## src/rtl/mbus_lc_tx_sequencer.sv

```systemverilog
// -----------------------------------------------------------------------------
// mbus_lc_tx_sequencer
//
// Layer-controller-side initiator for the MBus node TX interface. Local logic
// streams a message as address/data words. Each word is presented to the
// node with a 4-phase TX_REQ/TX_ACK handshake. The message then closes with a
// 4-phase TX_SUCC|TX_FAIL / TX_RESP_ACK completion handshake, and the
// outcome is reported on DONE/STATUS.
//
// Optional build macro: MBUS_LC_TX_RETRY_EN
//   When defined, a single-word message that ends with bus-fail status is
//   re-sent from the held word registers after the completion handshake. This
//   repeats up to MAX_RETRY times. DONE is held back until the message
//   succeeds or the retries run out. When undefined, no retry logic exists.
//
// Ports
//   CLKIN        in   layer-controller clock
//   RESET        in   synchronous, active-high reset
//   MSG_VALID    in   word available from the local master
//   MSG_READY    out  word accepted when MSG_VALID & MSG_READY
//   MSG_ADDR     in   destination address, sampled on the first word only
//   MSG_DATA     in   payload word
//   MSG_LAST     in   final word of the message
//   MSG_PRIORITY in   priority request, sampled on the first word only
//   TX_ADDR      out  address to node
//   TX_DATA      out  data to node
//   TX_REQ       out  word request
//   TX_PEND      out  more words follow the current one
//   TX_PRIORITY  out  priority request to node
//   TX_ACK       in   word acknowledge from node (asynchronous)
//   TX_SUCC      in   message success from node (asynchronous)
//   TX_FAIL      in   message failure from node (asynchronous)
//   TX_RESP_ACK  out  completion acknowledge to node
//   DONE         out  one-cycle pulse at message end
//   STATUS       out  00 success, 01 bus fail, 10 ack timeout (valid with DONE)
//   BUSY         out  high whenever the sequencer is not idle
//   DBG_STATE    out  current FSM state encoding (debug observation)
//
// Local handshake: a word transfers on a rising CLKIN edge where MSG_VALID and
// MSG_READY are both high. MSG_READY is registered and does not depend on
// MSG_VALID. The master must hold MSG_ADDR/DATA/LAST/PRIORITY stable while
// MSG_VALID is high and not yet accepted.
// -----------------------------------------------------------------------------
module mbus_lc_tx_sequencer #(
  parameter int ADDR_WIDTH  = 32,
  parameter int DATA_WIDTH  = 32,
  parameter int ACK_TIMEOUT = 1024,
  parameter int MAX_RETRY   = 3
) (
  input  logic                  CLKIN,
  input  logic                  RESET,
  input  logic                  MSG_VALID,
  output logic                  MSG_READY,
  input  logic [ADDR_WIDTH-1:0] MSG_ADDR,
  input  logic [DATA_WIDTH-1:0] MSG_DATA,
  input  logic                  MSG_LAST,
  input  logic                  MSG_PRIORITY,
  output logic [ADDR_WIDTH-1:0] TX_ADDR,
  output logic [DATA_WIDTH-1:0] TX_DATA,
  output logic                  TX_REQ,
  output logic                  TX_PEND,
  output logic                  TX_PRIORITY,
  input  logic                  TX_ACK,
  input  logic                  TX_SUCC,
  input  logic                  TX_FAIL,
  output logic                  TX_RESP_ACK,
  output logic                  DONE,
  output logic [1:0]            STATUS,
  output logic                  BUSY,
  output logic [2:0]            DBG_STATE
);

  typedef enum logic [2:0] {
    S_IDLE     = 3'd0,
    S_REQ      = 3'd1,
    S_DROP     = 3'd2,
    S_NEXT     = 3'd3,
    S_WAIT_RES = 3'd4,
    S_FLUSH    = 3'd5,
    S_RESP     = 3'd6,
    S_DONE     = 3'd7
  } state_t;

  localparam logic [1:0]  ST_SUCC    = 2'b00;
  localparam logic [1:0]  ST_FAIL    = 2'b01;
  localparam logic [1:0]  ST_TIMEOUT = 2'b10;
  localparam logic [15:0] TO_LIM     = 16'(ACK_TIMEOUT);

  state_t      state;
  logic        ack_m, ack_s;
  logic        succ_m, succ_s;
  logic        fail_m, fail_s;
  logic [15:0] to_cnt;
  logic [15:0] to_next;
  logic        discard;   // FLUSH still has to swallow words up to MSG_LAST
  logic        accept;

`ifdef MBUS_LC_TX_RETRY_EN
  localparam logic [7:0] RETRY_LIM = 8'(MAX_RETRY);
  logic       single;     // message consisted of exactly one word
  logic [7:0] retry_cnt;
`else
  logic unused_retry_cfg;
  assign unused_retry_cfg = (MAX_RETRY != 0);
`endif

  assign accept    = MSG_VALID & MSG_READY;
  assign DBG_STATE = state;

  // Saturating increment: the timeout counter never wraps back to zero.
  assign to_next = (to_cnt == 16'hFFFF) ? to_cnt : to_cnt + 16'd1;

  // Two-flop synchronizers for the node-side asynchronous inputs.
  always_ff @(posedge CLKIN) begin
    if (RESET) begin
      ack_m  <= 1'b0;
      ack_s  <= 1'b0;
      succ_m <= 1'b0;
      succ_s <= 1'b0;
      fail_m <= 1'b0;
      fail_s <= 1'b0;
    end else begin
      ack_m  <= TX_ACK;
      ack_s  <= ack_m;
      succ_m <= TX_SUCC;
      succ_s <= succ_m;
      fail_m <= TX_FAIL;
      fail_s <= fail_m;
    end
  end

  always_ff @(posedge CLKIN) begin
    if (RESET) begin
      state       <= S_IDLE;
      MSG_READY   <= 1'b0;
      TX_ADDR     <= '0;
      TX_DATA     <= '0;
      TX_REQ      <= 1'b0;
      TX_PEND     <= 1'b0;
      TX_PRIORITY <= 1'b0;
      TX_RESP_ACK <= 1'b0;
      DONE        <= 1'b0;
      STATUS      <= 2'b00;
      BUSY        <= 1'b0;
      to_cnt      <= '0;
      discard     <= 1'b0;
`ifdef MBUS_LC_TX_RETRY_EN
      single      <= 1'b0;
      retry_cnt   <= '0;
`endif
    end else begin
      DONE <= 1'b0;
      case (state)
        S_IDLE: begin
          if (accept) begin
            TX_ADDR     <= MSG_ADDR;
            TX_DATA     <= MSG_DATA;
            TX_PEND     <= ~MSG_LAST;
            TX_PRIORITY <= MSG_PRIORITY;
            TX_REQ      <= 1'b1;
            to_cnt      <= '0;
            MSG_READY   <= 1'b0;
            BUSY        <= 1'b1;
            state       <= S_REQ;
`ifdef MBUS_LC_TX_RETRY_EN
            single      <= MSG_LAST;
            retry_cnt   <= '0;
`endif
          end else begin
            MSG_READY <= 1'b1;
            BUSY      <= 1'b0;
          end
        end

        S_REQ: begin
          if (ack_s) begin
            TX_REQ <= 1'b0;
            state  <= S_DROP;
          end else if (fail_s) begin
            // Bus aborted: the rest of the message still has to be drained
            // unless the word on the bus was already the last one.
            TX_REQ    <= 1'b0;
            STATUS    <= ST_FAIL;
            discard   <= TX_PEND;
            MSG_READY <= TX_PEND;
            state     <= S_FLUSH;
          end else if (to_next >= TO_LIM) begin
            TX_REQ    <= 1'b0;
            STATUS    <= ST_TIMEOUT;
            to_cnt    <= to_next;
            discard   <= TX_PEND;
            MSG_READY <= TX_PEND;
            state     <= S_FLUSH;
          end else begin
            to_cnt <= to_next;
          end
        end

        S_DROP: begin
          if (!ack_s) begin
            if (!TX_PEND) begin
              state <= S_WAIT_RES;
            end else begin
              MSG_READY <= 1'b1;
              state     <= S_NEXT;
            end
          end
        end

        S_NEXT: begin
          if (fail_s) begin
            // A word accepted in this same cycle is consumed, so the drain
            // is already over if that word was the last one.
            STATUS    <= ST_FAIL;
            discard   <= ~(accept & MSG_LAST);
            MSG_READY <= ~(accept & MSG_LAST);
            state     <= S_FLUSH;
          end else if (accept) begin
            TX_DATA   <= MSG_DATA;
            TX_PEND   <= ~MSG_LAST;
            TX_REQ    <= 1'b1;
            to_cnt    <= '0;
            MSG_READY <= 1'b0;
            state     <= S_REQ;
          end
        end

        S_WAIT_RES: begin
          // Fail takes precedence when both results are visible together.
          if (fail_s) begin
            STATUS      <= ST_FAIL;
            TX_RESP_ACK <= 1'b1;
            state       <= S_RESP;
          end else if (succ_s) begin
            STATUS      <= ST_SUCC;
            TX_RESP_ACK <= 1'b1;
            state       <= S_RESP;
          end
        end

        S_FLUSH: begin
          if (discard) begin
            if (accept && MSG_LAST) begin
              discard   <= 1'b0;
              MSG_READY <= 1'b0;
            end
          end else if (succ_s || fail_s) begin
            TX_RESP_ACK <= 1'b1;
            state       <= S_RESP;
          end else begin
            DONE  <= 1'b1;
            state <= S_DONE;
          end
        end

        S_RESP: begin
          if (!succ_s && !fail_s) begin
            TX_RESP_ACK <= 1'b0;
`ifdef MBUS_LC_TX_RETRY_EN
            if (single && (STATUS == ST_FAIL) && (retry_cnt < RETRY_LIM)) begin
              // Re-send the held word; address/data/priority are unchanged.
              retry_cnt <= retry_cnt + 8'd1;
              TX_REQ    <= 1'b1;
              to_cnt    <= '0;
              state     <= S_REQ;
            end else begin
              DONE  <= 1'b1;
              state <= S_DONE;
            end
`else
            DONE  <= 1'b1;
            state <= S_DONE;
`endif
          end
        end

        S_DONE: begin
          MSG_READY <= 1'b1;
          BUSY      <= 1'b0;
          state     <= S_IDLE;
        end

        default: begin
          state <= S_IDLE;
        end
      endcase
    end
  end

endmodule
```

## config.mk

```make
export PLATFORM = sky130hd
export DESIGN_NAME = mbus_lc_tx_sequencer
export DESIGN_NICKNAME = d
export VERILOG_FILES = /design/src/rtl/mbus_lc_tx_sequencer.sv
export SDC_FILE = /design/constraint.sdc
export NUM_CORES = 1
export LEC_CHECK = 0
export ABC_AREA = 1
export ABC_CLOCK_PERIOD_IN_PS = 4900
export CAP_MARGIN = 20
export CORE_UTILIZATION = 45
export CTS_CLUSTER_SIZE = 12
export DETAILED_ROUTE_END_ITERATION = 12
export PLACE_DENSITY = 0.91
export SETUP_SLACK_MARGIN = 0.4
export SLEW_MARGIN = 20
export SYNTH_ARGS = -nofsm -noshare
export SYNTH_HDL_FRONTEND = slang
export SYNTH_SLANG_ARGS = --single-unit
```

## constraint.sdc

```tcl
create_clock -name CLKIN -period 4.9 [get_ports CLKIN]
set_input_delay 1.47 -clock CLKIN [delete_from_list [all_inputs] [get_ports CLKIN]]
set_output_delay 1.47 -clock CLKIN [all_outputs]
set_load 0.005 [all_outputs]
```

Yosys cells after proc, flatten, opt, wreduce, memory -nomap -nowiden:

Cells that the tools add are included.

* word-level logic and storage cells: 135
* bits in registers: 99
* output and inout bits: 76
* input bits: 72

* order comparisons: 1
* equal/unequal tests: 23
* $add $sub $neg: 1
* muxes and demuxes: 65
* bitwise gates (word level): 4
* reductions and logical operators: 22

Operators by type and width (number)
* 16-bit two-way mux: 5
* 32-bit two-way mux: 2
* 32-bit one-hot mux with 2 select lines: 1
* 16-bit one-hot mux with 3 select lines: 1
* 3-bit two-way mux: 11
* 1-bit two-way mux: 30
* 3-bit one-hot mux with 8 select lines: 1
* 2-bit != test (second input constant): 11
* 16-bit by 1-bit adder with 16-bit output (second input constant): 1
* 16-bit == test (second input constant): 1
* 16-bit by 11-bit greater-or-equal comparator with 1-bit output (second input constant): 1
* 5-bit AND reduction: 3
* 3-bit == test (second input constant): 4
* 2-bit two-way mux: 6
* 3-bit nonzero test: 4
* 3-bit != test (second input constant): 3
* 1-bit one-hot mux with 3 select lines: 3
* 4-bit AND reduction: 2
* 8-bit AND reduction: 1
* 3-bit by 2-bit == test with 1-bit output (second input constant): 2
* 1-bit one-hot mux with 2 select lines: 3
* 1-bit one-hot mux with 6 select lines: 1
* 2-bit one-hot mux with 3 select lines: 1
* 6-bit nonzero test: 1
* other kinds (11): 17

Longest topological paths before layout:

Gate-level depths: netlist of run 1.

* depth after elaboration: 7
* depth in mapped cells: 15
* depth with buffers taken out: 15

Least setup slack after synthesis of run 1:

Ideal clock, no wire load.

* path type: input -> register
* start: input port MSG_VALID
* end: register TX_ADDR[16]
* library setup time: 0.116 ns
* data arrival time: 2.422 ns
* stages on the path: 6
* setup slack: 2.363 ns
* data required time: 4.784 ns
* path buffers: 1
* path through: nand2_1 -> nor2_1 -> clkinv_1 -> clkbuf_1 -> nor2_1 -> nor2_1

* longest elaborated chain between the ends: 2

Ends and longest elaborated chain
* from (decl): line 52 `input logic MSG_VALID,`
* 1-bit bitwise AND: line 107 `assign accept = MSG_VALID & MSG_READY;`
* 2-bit AND reduction (no line)
* to (signal assigned): line 136 `TX_ADDR <= '0;`
* to (signal assigned): line 156 `TX_ADDR <= MSG_ADDR;`
* to (decl): line 58 `output logic [ADDR_WIDTH-1:0] TX_ADDR,`

Every way passes these cells.
A chain may end at the register's enable or synchronous reset.

Worst setup path in the final report of run 1:

* start: input port MSG_VALID
* end: register to_cnt[9]

* longest elaborated chain between the ends: 4

Ends and longest elaborated chain
* 1-bit bitwise AND (*): line 107
* 16-bit two-way mux (*)
* 16-bit two-way mux
* 16-bit one-hot mux with 3 select lines (*)
* to (signal assigned): line 190 `to_cnt <= to_next;`
* to (signal assigned): line 195 `to_cnt <= to_next;`
* to (decl): line 93 `logic [15:0] to_cnt;`

Mark *: on every way between the ends. The rest lies on a longest branch, timed or not. The select of a mux whose other input is x is not followed.

==> key figures, run 1 <==
Logic synthesis
  • Post-synthesis net count: 674
  • YS warnings: 0
  • Synthesis-stage register bit count: 99
  • Mapped cell area: 4210 sq um
  • Mapped Cells: 601
  • Netlist cell types: 32
  • Sequential share of the synthesized area: 0.470
  • Mean Syn Cell Area: 7.01 sq um

Route
  • DR vias: 4404
  • Average wire per standard cell: 13.8 microns
  • Via-to-Cell Ratio: 5.19
  • DR pass1 iterations: 4
  • Final WL: 11700 microns
  • Drt drc: 0
  • Detail Route Antenna Nets: 0
  • 1st-iter DRT viols: 222

Critical path
  • Delay-heaviest family, CP: simple AND/OR/NAND/NOR gates
  • Type of the worst setup path: in -> reg
  • Worst Path Max Fanout: 35
  • Crit-path cells: clkdlybuf4s50_1 -> nand2_1 -> o21ai_1 -> inv_2 -> nor2_8 -> nand2_2 -> nand2_2 -> inv_1 -> o21ai_0 -> a21oi_1
  • Buffer and inverter count on the worst path: 3
  • CP Data Required Time: 5.15 ns
  • CP Launch Type: primary input
  • Slowest stage delay, CP: 0.50 ns
  • Most used cell, CP: nand2_2
  • Critical path arrival: 3.81 ns
  • Worst Setup End Kind: flop
  • Slowest stage cell, crit path: clkdlybuf4s50_1

Layout
  • Commonest non-fill, non-tap cell in the layout: clkdlybuf4s50_1
  • Most frequent cells in the layout: clkdlybuf4s50_1 (147), nor2_1 (124), nand2_1 (110)
  • Share of cells above drive strength 1: 0.0500
  • N_diodes: 0
  • Final non-filler cell total: 848
  • Layout area overhead: 40.2%
  • Final #Nets: 808

Floorplanning
  • IO Pins: 148
  • Initial core utilization: 0.474
  • Die area: 9760 sq um
  • Placement row count: 34
  • Die Wd: 98.8 microns
  • Area of the core: 8890 sq um
  • Die height: 98.8 microns

Clocking
  • Clock edge transition at the registers on the reported setup and hold paths: 0.10 ns
  • Post-CTS setup buffer count: 0
  • Hold buffer count at CTS: 0
  • TritonCTS clock tree: done
  • Post-cts gate resize count: 0
  • TritonCTS Buffers: 9
  • CTS root buffer: clkbuf_8
  • Clk_lat worst skew: 0.36 ns
  • H-tree levels: 3
  • Max Root-Sink Buffers: 2
  • CTS sink cnt: 99

Place
  • Hpwl dp: 8550 microns
  • Routability cong.: 0.911
  • Dpl cells: 832
  • Number of buffers added on ports: 147

Timing
  • Final Max Slew Viols: 0
  • Slew headroom: 0.417
  • Post-layout min period: 3.56 ns
  • Final hold viol count: 0
  • Tcrit/Tclk final: 0.727
  • Skew final: 0.0164 ns
  • Total Neg Setup Slack: 0 ns
  • Least-Margin Pin Slew: 0.868 ns
  • Final setup violating endpoints: 0
  • Fmax: 281 MHz
  • RSZ-0062 raised after global routing: no

Job
  • Max_cap viols: 0

Pwr
  • Pwr Density: 463 nW/um^2
  • Comb power frac: 0.424
  • P_leak: 2.33 nW
  • Max rail drop VDD: 0.256 mV
  • Clk network pwr share: 0.177
  • Cell internal pwr: 1.69 mW
  • Sw Ratio: 0.382
  • Sw Pwr: 1.04 mW
  • Sequential share of power: 0.400

GRT
  • Pin count of the biggest net entering global routing: 49
  • Vias in the first global route: 4163
  • Initial antenna violation count: 0
  • Total Routing Usage GR: 0.244
  • First-pass GRT wire length: 19200 microns
  • Grt ovf: 0

Run status
  • Outcome: complete, no violations

Hold path
  • Hold Crit Class: reg -> reg
[final timing paths]
path / startpoint / end / slack (ns) / cells after the start
min reg2reg: succ_m / succ_s / 0.43 / 2
min: succ_m / succ_s / 0.43 / 2
max: MSG_VALID / to_cnt[9] / 1.34 / 10
max reg2reg: DBG_STATE[0] / to_cnt[9] / 1.65 / 11
[power by group through the flow]
stage                     logic, mW  registers (mW)  clock network, mW
after floorplan               0.678            1.09                  0
after global placement         1.13            1.10                  0
after detailed placement       1.15            1.11                  0
after CTS                      1.16            1.09              0.496
after global routing           1.29            1.11              0.529
final                          1.16            1.09              0.483
[per-stage QoR]
step	hold slack (ns)	util	worst slack [ns]	instance area [sq um]	power [mW]
floorplan	0.388	-	2.36	4210	1.77
global placement	0.390	0.644	1.04	5730	2.23
detailed placement	0.399	0.644	0.993	5730	2.26
CTS	0.424	0.665	1.35	5910	2.75
global route	0.450	0.665	1.10	5910	2.93
finish	0.427	0.665	1.34	5910	2.74
[cell type report]
type	count	area [sq um]
Clock buffer	9	124
Inverter	47	176
Sequential cell	99	1980
Tap cell	108	135
Timing Repair Buffer	150	1490
Clock inverter	7	56.3
Fill cell	707	2980
Multi-Input combinational cell	428	1940
[logic make-up (layout without fill, tap and decap cells)]
| family | after synthesis | after routing | synth area share |
|---|---|---|---|
| simple gates | 317 | 317 | 0.320 |
| compound gates | 107 | 107 | 0.130 |
| fa+ha+maj | 1 | 1 | 0.00297 |
| flops | 99 | 99 | 0.470 |
| buf+inv | 74 | 213 | 0.0698 |
| xor+xnor | 3 | 3 | 0.00624 |
[sequential cells by signal, summed over array words and instances (netlist names), 2 cells and up]
register   flops
TX_ADDR       32
TX_DATA       32
to_cnt        16
DBG_STATE      3
STATUS         2
[routing by layer]
metal,share of wire,track usage,up-vias
li1,-,-,2212
met1,0.40,0.285,2032
met2,0.51,0.429,140
met3,0.076,0.0752,20
met4,0.015,0.0700,0
met5,0,0,-
[worst register-to-register path: stages, from the launching register on]
cell and delay (ns):
dfxtp_1 0.57, nand2_2 0.51, nor2_2 0.33, nand2_1 0.10, o21ai_1 0.10, inv_2 0.08, nor2_8 0.38, nand2_2 0.51
nand2_2 0.32, inv_1 0.10, o21ai_0 0.09, a21oi_1 0.06
[Yosys cell counts, drive strengths merged]
cell / n / area [sq um]
a211oi: 2 / 15.0
a21oi: 55 / 275
a31o: 1 / 8.76
and3: 1 / 6.26
buf: 9 / 50.0
clkbuf: 18 / 67.6
clkinv: 2 / 7.51
dfxtp: 99 / 1980
ha: 1 / 12.5
inv: 45 / 169
nand2: 115 / 449
nand3: 54 / 275
nand4: 6 / 37.5
nor2: 129 / 508
nor3: 6 / 35.0
nor3b: 1 / 7.51
nor4: 4 / 25.0
o21ai: 48 / 244
o22ai: 1 / 6.26
or2: 1 / 6.26
xnor2: 2 / 17.5
xor2: 1 / 8.76
No activity file was read; power rests on OpenSTA's default activity.
==> inputs of run 2 (changes only) <==
--- a/config.mk
+++ b/config.mk
@@ -6,12 +6,12 @@
 export NUM_CORES = 1
 export LEC_CHECK = 0
 export ABC_AREA = 1
-export ABC_CLOCK_PERIOD_IN_PS = 4900
+export ABC_CLOCK_PERIOD_IN_PS = 3200
 export CAP_MARGIN = 20
-export CORE_UTILIZATION = 45
+export CORE_UTILIZATION = 41
 export CTS_CLUSTER_SIZE = 12
 export DETAILED_ROUTE_END_ITERATION = 12
-export PLACE_DENSITY = 0.91
+export PLACE_DENSITY = 0.88
 export SETUP_SLACK_MARGIN = 0.4
 export SLEW_MARGIN = 20
 export SYNTH_ARGS = -nofsm -noshare
==> constraint.sdc (replaced) <==
create_clock -name CLKIN -period 3.2 [get_ports CLKIN]
set_input_delay 0.96 -clock CLKIN [delete_from_list [all_inputs] [get_ports CLKIN]]
set_output_delay 0.96 -clock CLKIN [all_outputs]
set_load 0.005 [all_outputs]
==> run 2 against run 1 <==
Routed wire length decreased by 0.13%. Highest routed layer unchanged. Sequential power increased by 53%. Utilization decreased by 5.9 points. Combinational power increased by 57%. Critical path depth decreased by 9. Sequential share of layout area decreased by 0.37 points. Clock skew decreased by 0.0018 ns. Critical endpoint is now DBG_STATE[0].
==> key figures, run 2 (synthesized netlist as in run 1, its figures left out) <==
GRT
  • Vias in the first global route: 4022 (was 4163)
  • Grt ovf: 0 (unchanged)
  • First-pass GRT wire length: 18500 microns (was 19200 microns)
  • Pin count of the biggest net entering global routing: 49 (unchanged)
  • Total Routing Usage GR: 0.219 (was 0.244)
  • Initial antenna violation count: 0 (unchanged)

Clocking
  • H-tree levels: 3 (unchanged)
  • Clock edge transition at the registers on the reported setup and hold paths: 0.09 ns (was 0.10 ns)
  • Max Root-Sink Buffers: 2 (unchanged)
  • Clk_lat worst skew: 0.36 ns (about the same)
  • Hold buffer count at CTS: 0 (unchanged)
  • Post-CTS setup buffer count: 0 (unchanged)
  • CTS sink cnt: 99 (unchanged)
  • TritonCTS clock tree: done (unchanged)
  • Post-cts gate resize count: 0 (unchanged)
  • TritonCTS Buffers: 9 (unchanged)
  • CTS root buffer: clkbuf_8 (unchanged)

Layout
  • FF+latch area: 1980 sq um (unchanged)
  • N_diodes: 0 (unchanged)
  • Finished Cell Area: 5970 sq um (was 5910 sq um)
  • Biggest registers after layout: TX_ADDR x32, TX_DATA x32, to_cnt x16 (unchanged)
  • Share of cells above drive strength 1: 0.0577 (was 0.0500)
  • Commonest non-fill, non-tap cell in the layout: clkdlybuf4s50_1 (unchanged)
  • Final #Nets: 813 (was 808)
  • # fillers: 888 (was 707)
  • Layout area overhead: 41.8% (was 40.2%)
  • Area of the multi-input gates: 1940 sq um (unchanged)
  • Most frequent cells in the layout: clkdlybuf4s50_1 (146), nor2_1 (124), nand2_1 (110) (was clkdlybuf4s50_1 (147), nor2_1 (124), nand2_1 (110))

Route
  • Via-to-Cell Ratio: 4.97 (was 5.19)
  • Drt drc: 0 (unchanged)
  • Final WL: 11700 microns (about the same)
  • DR vias: 4366 (was 4404)
  • Average wire per standard cell: 13.3 microns (was 13.8 microns)
  • 1st-iter DRT viols: 278 (was 222)
  • Detail Route Antenna Nets: 0 (unchanged)
  • DR pass1 iterations: 5 (was 4)

Critical path
  • CP Data Required Time: 2.24 ns (was 5.15 ns)
  • Worst Setup End Kind: output port (was flop)
  • Worst Path Max Fanout: 12 (was 35)
  • R2r setup slk: 0.80 ns (was 1.65 ns)
  • Critical path arrival: 1.54 ns (was 3.81 ns)
  • Buffer and inverter count on the worst path: 1 (was 3)
  • Slowest stage cell, crit path: clkdlybuf4s50_1 (unchanged)
  • Reg2Reg Launch Point: DBG_STATE[2] (was DBG_STATE[0])
  • R2r worst-path depth: 10 (was 11)
  • Worst path depth: 1 (was 10)
  • Crit-path cells: clkdlybuf4s50_1 (was clkdlybuf4s50_1 -> nand2_1 -> o21ai_1 -> inv_2 -> nor2_8 -> nand2_2 -> nand2_2 -> inv_1 -> o21ai_0 -> a21oi_1)
  • Slowest stage delay, CP: 0.61 ns (was 0.50 ns)
  • CP Launch Type: flop (was primary input)
  • Delay-heaviest family, CP: buffers and inverters (was simple AND/OR/NAND/NOR gates)
  • Type of the worst setup path: reg -> out (was in -> reg)
  • Worst R2R End: TX_DATA[10] (was to_cnt[9])

Timing
  • Least-Margin Pin Slew: 0.659 ns (was 0.868 ns)
  • Post-layout min period: 2.50 ns
  • Total Neg Setup Slack: 0 ns (unchanged)
  • Final Max Slew Viols: 0 (unchanged)
  • Skew final: 0.0146 ns (was 0.0164 ns)
  • Fmax: 400 MHz
  • Setup ws final: 0.699 ns (was 1.34 ns)
  • Final hold viol count: 0 (unchanged)
  • Final setup violating endpoints: 0 (unchanged)
  • RSZ-0062 raised after global routing: no (unchanged)
  • Tcrit/Tclk final: 0.782
  • Final Hold Slack: 0.406 ns (was 0.427 ns)
  • Slew headroom: 0.558 (was 0.417)

Pwr
  • P_leak: 2.35 nW (was 2.33 nW)
  • Pwr Density: 710 nW/um^2 (was 463 nW/um^2)
  • Max rail drop VDD: 0.358 mV (was 0.256 mV)

Place
  • DP Worst Slack: 0.478 ns (was 0.993 ns)
  • Routability cong.: 0.928 (was 0.911)
  • DP Area: 5790 sq um (was 5730 sq um)
  • Number of buffers added on ports: 147 (unchanged)
  • Hpwl dp: 8500 microns (was 8550 microns)

Run status
  • Outcome: complete, no violations (unchanged)

Hold path
  • WHS Path Cells: 2 (unchanged)
  • Hold EP: succ_s (unchanged)
  • Hold Crit Class: reg -> reg (unchanged)
  • Worst hold start: succ_m (unchanged)

Floorplanning
  • Initial core utilization: 0.427 (was 0.474)
  • Placement row count: 36 (was 34)
  • Die Wd: 103 microns (was 98.8 microns)
  • Die height: 103 microns (was 98.8 microns)
  • Die area: 10700 sq um (was 9760 sq um)
  • Area of the core: 9860 sq um (was 8890 sq um)
  • IO Pins: 148 (unchanged)

Job
  • Max_cap viols: 0 (unchanged)
run 2: cell count changes in the layout (fill, tap and decap cells not counted):
cell,change
clkinv_4,+1
clkinvlp_4,+1
clkdlybuf4s50_1,-1
buf_4,+5
buf_2,+1
inv_6,-1
clkinv_2,-1
run 2: layer usage:
metal / track usage / routed length (microns) / part of all wire / vias to the layer above
li1: - / - / - / 2228
met1: 0.270 / 5000 / 0.43 / 2001
met2: 0.370 / 5790 / 0.50 / 117
met3: 0.0571 / 658 / 0.056 / 20
met4: 0.0769 / 234 / 0.020 / 0
met5: 0 / 0 / 0 / -
run 2: worst reg2reg max path, cell delays in order (launching register included):
cell and delay [ns]:
dfxtp_1 0.54, nor2_2 0.09, nand2_2 0.12, buf_4 0.37, inv_2 0.11, o21ai_2 0.28
nor2_8 0.08, nand2_2 0.18, buf_4 0.32, nand2_1 0.11, a21oi_1 0.14
run 2: worst max-delay path by stage:
stage / startpoint / endpoint / slack (ns)
floorplan: MSG_VALID / TX_ADDR[16] / 1.17
global placement: MSG_VALID / TX_ADDR[5] / 0.53
detailed placement: MSG_VALID / TX_DATA[10] / 0.48
CTS: DBG_STATE[0] / DBG_STATE[0] / 0.69
global route: DBG_STATE[2] / TX_DATA[19] / 0.55
finish: DBG_STATE[0] / DBG_STATE[0] / 0.70
run 2: report_power, final:
part	internal (mW)	leakage, nW	total (mW)	switching [mW]
registers	1.49	0.806	1.67	0.186
logic	0.837	1.45	1.82	0.982
clock network	0.295	0.0921	0.749	0.454
run 2: layout make-up:
cell class	instances	share of cell area
flip-flops and latches	99	0.332
clock buffers	9	0.0207
well taps	133	0.0279
multi-input cells	428	0.325
inverters	47	0.0295
repair buffers	155	0.255
clock inverters	7	0.00984
run 2: per-stage QoR:
step / util / power [mW] / cells
3_5_place_dp: 0.587 / 3.51 / 862
6_report: 0.606 / 4.24 / 878
5_1_grt: 0.606 / 4.56 / 878
2_1_floorplan: - / 2.70 / 601
4_1_cts: 0.606 / 4.27 / 878
3_3_place_gp: 0.587 / 3.46 / 862
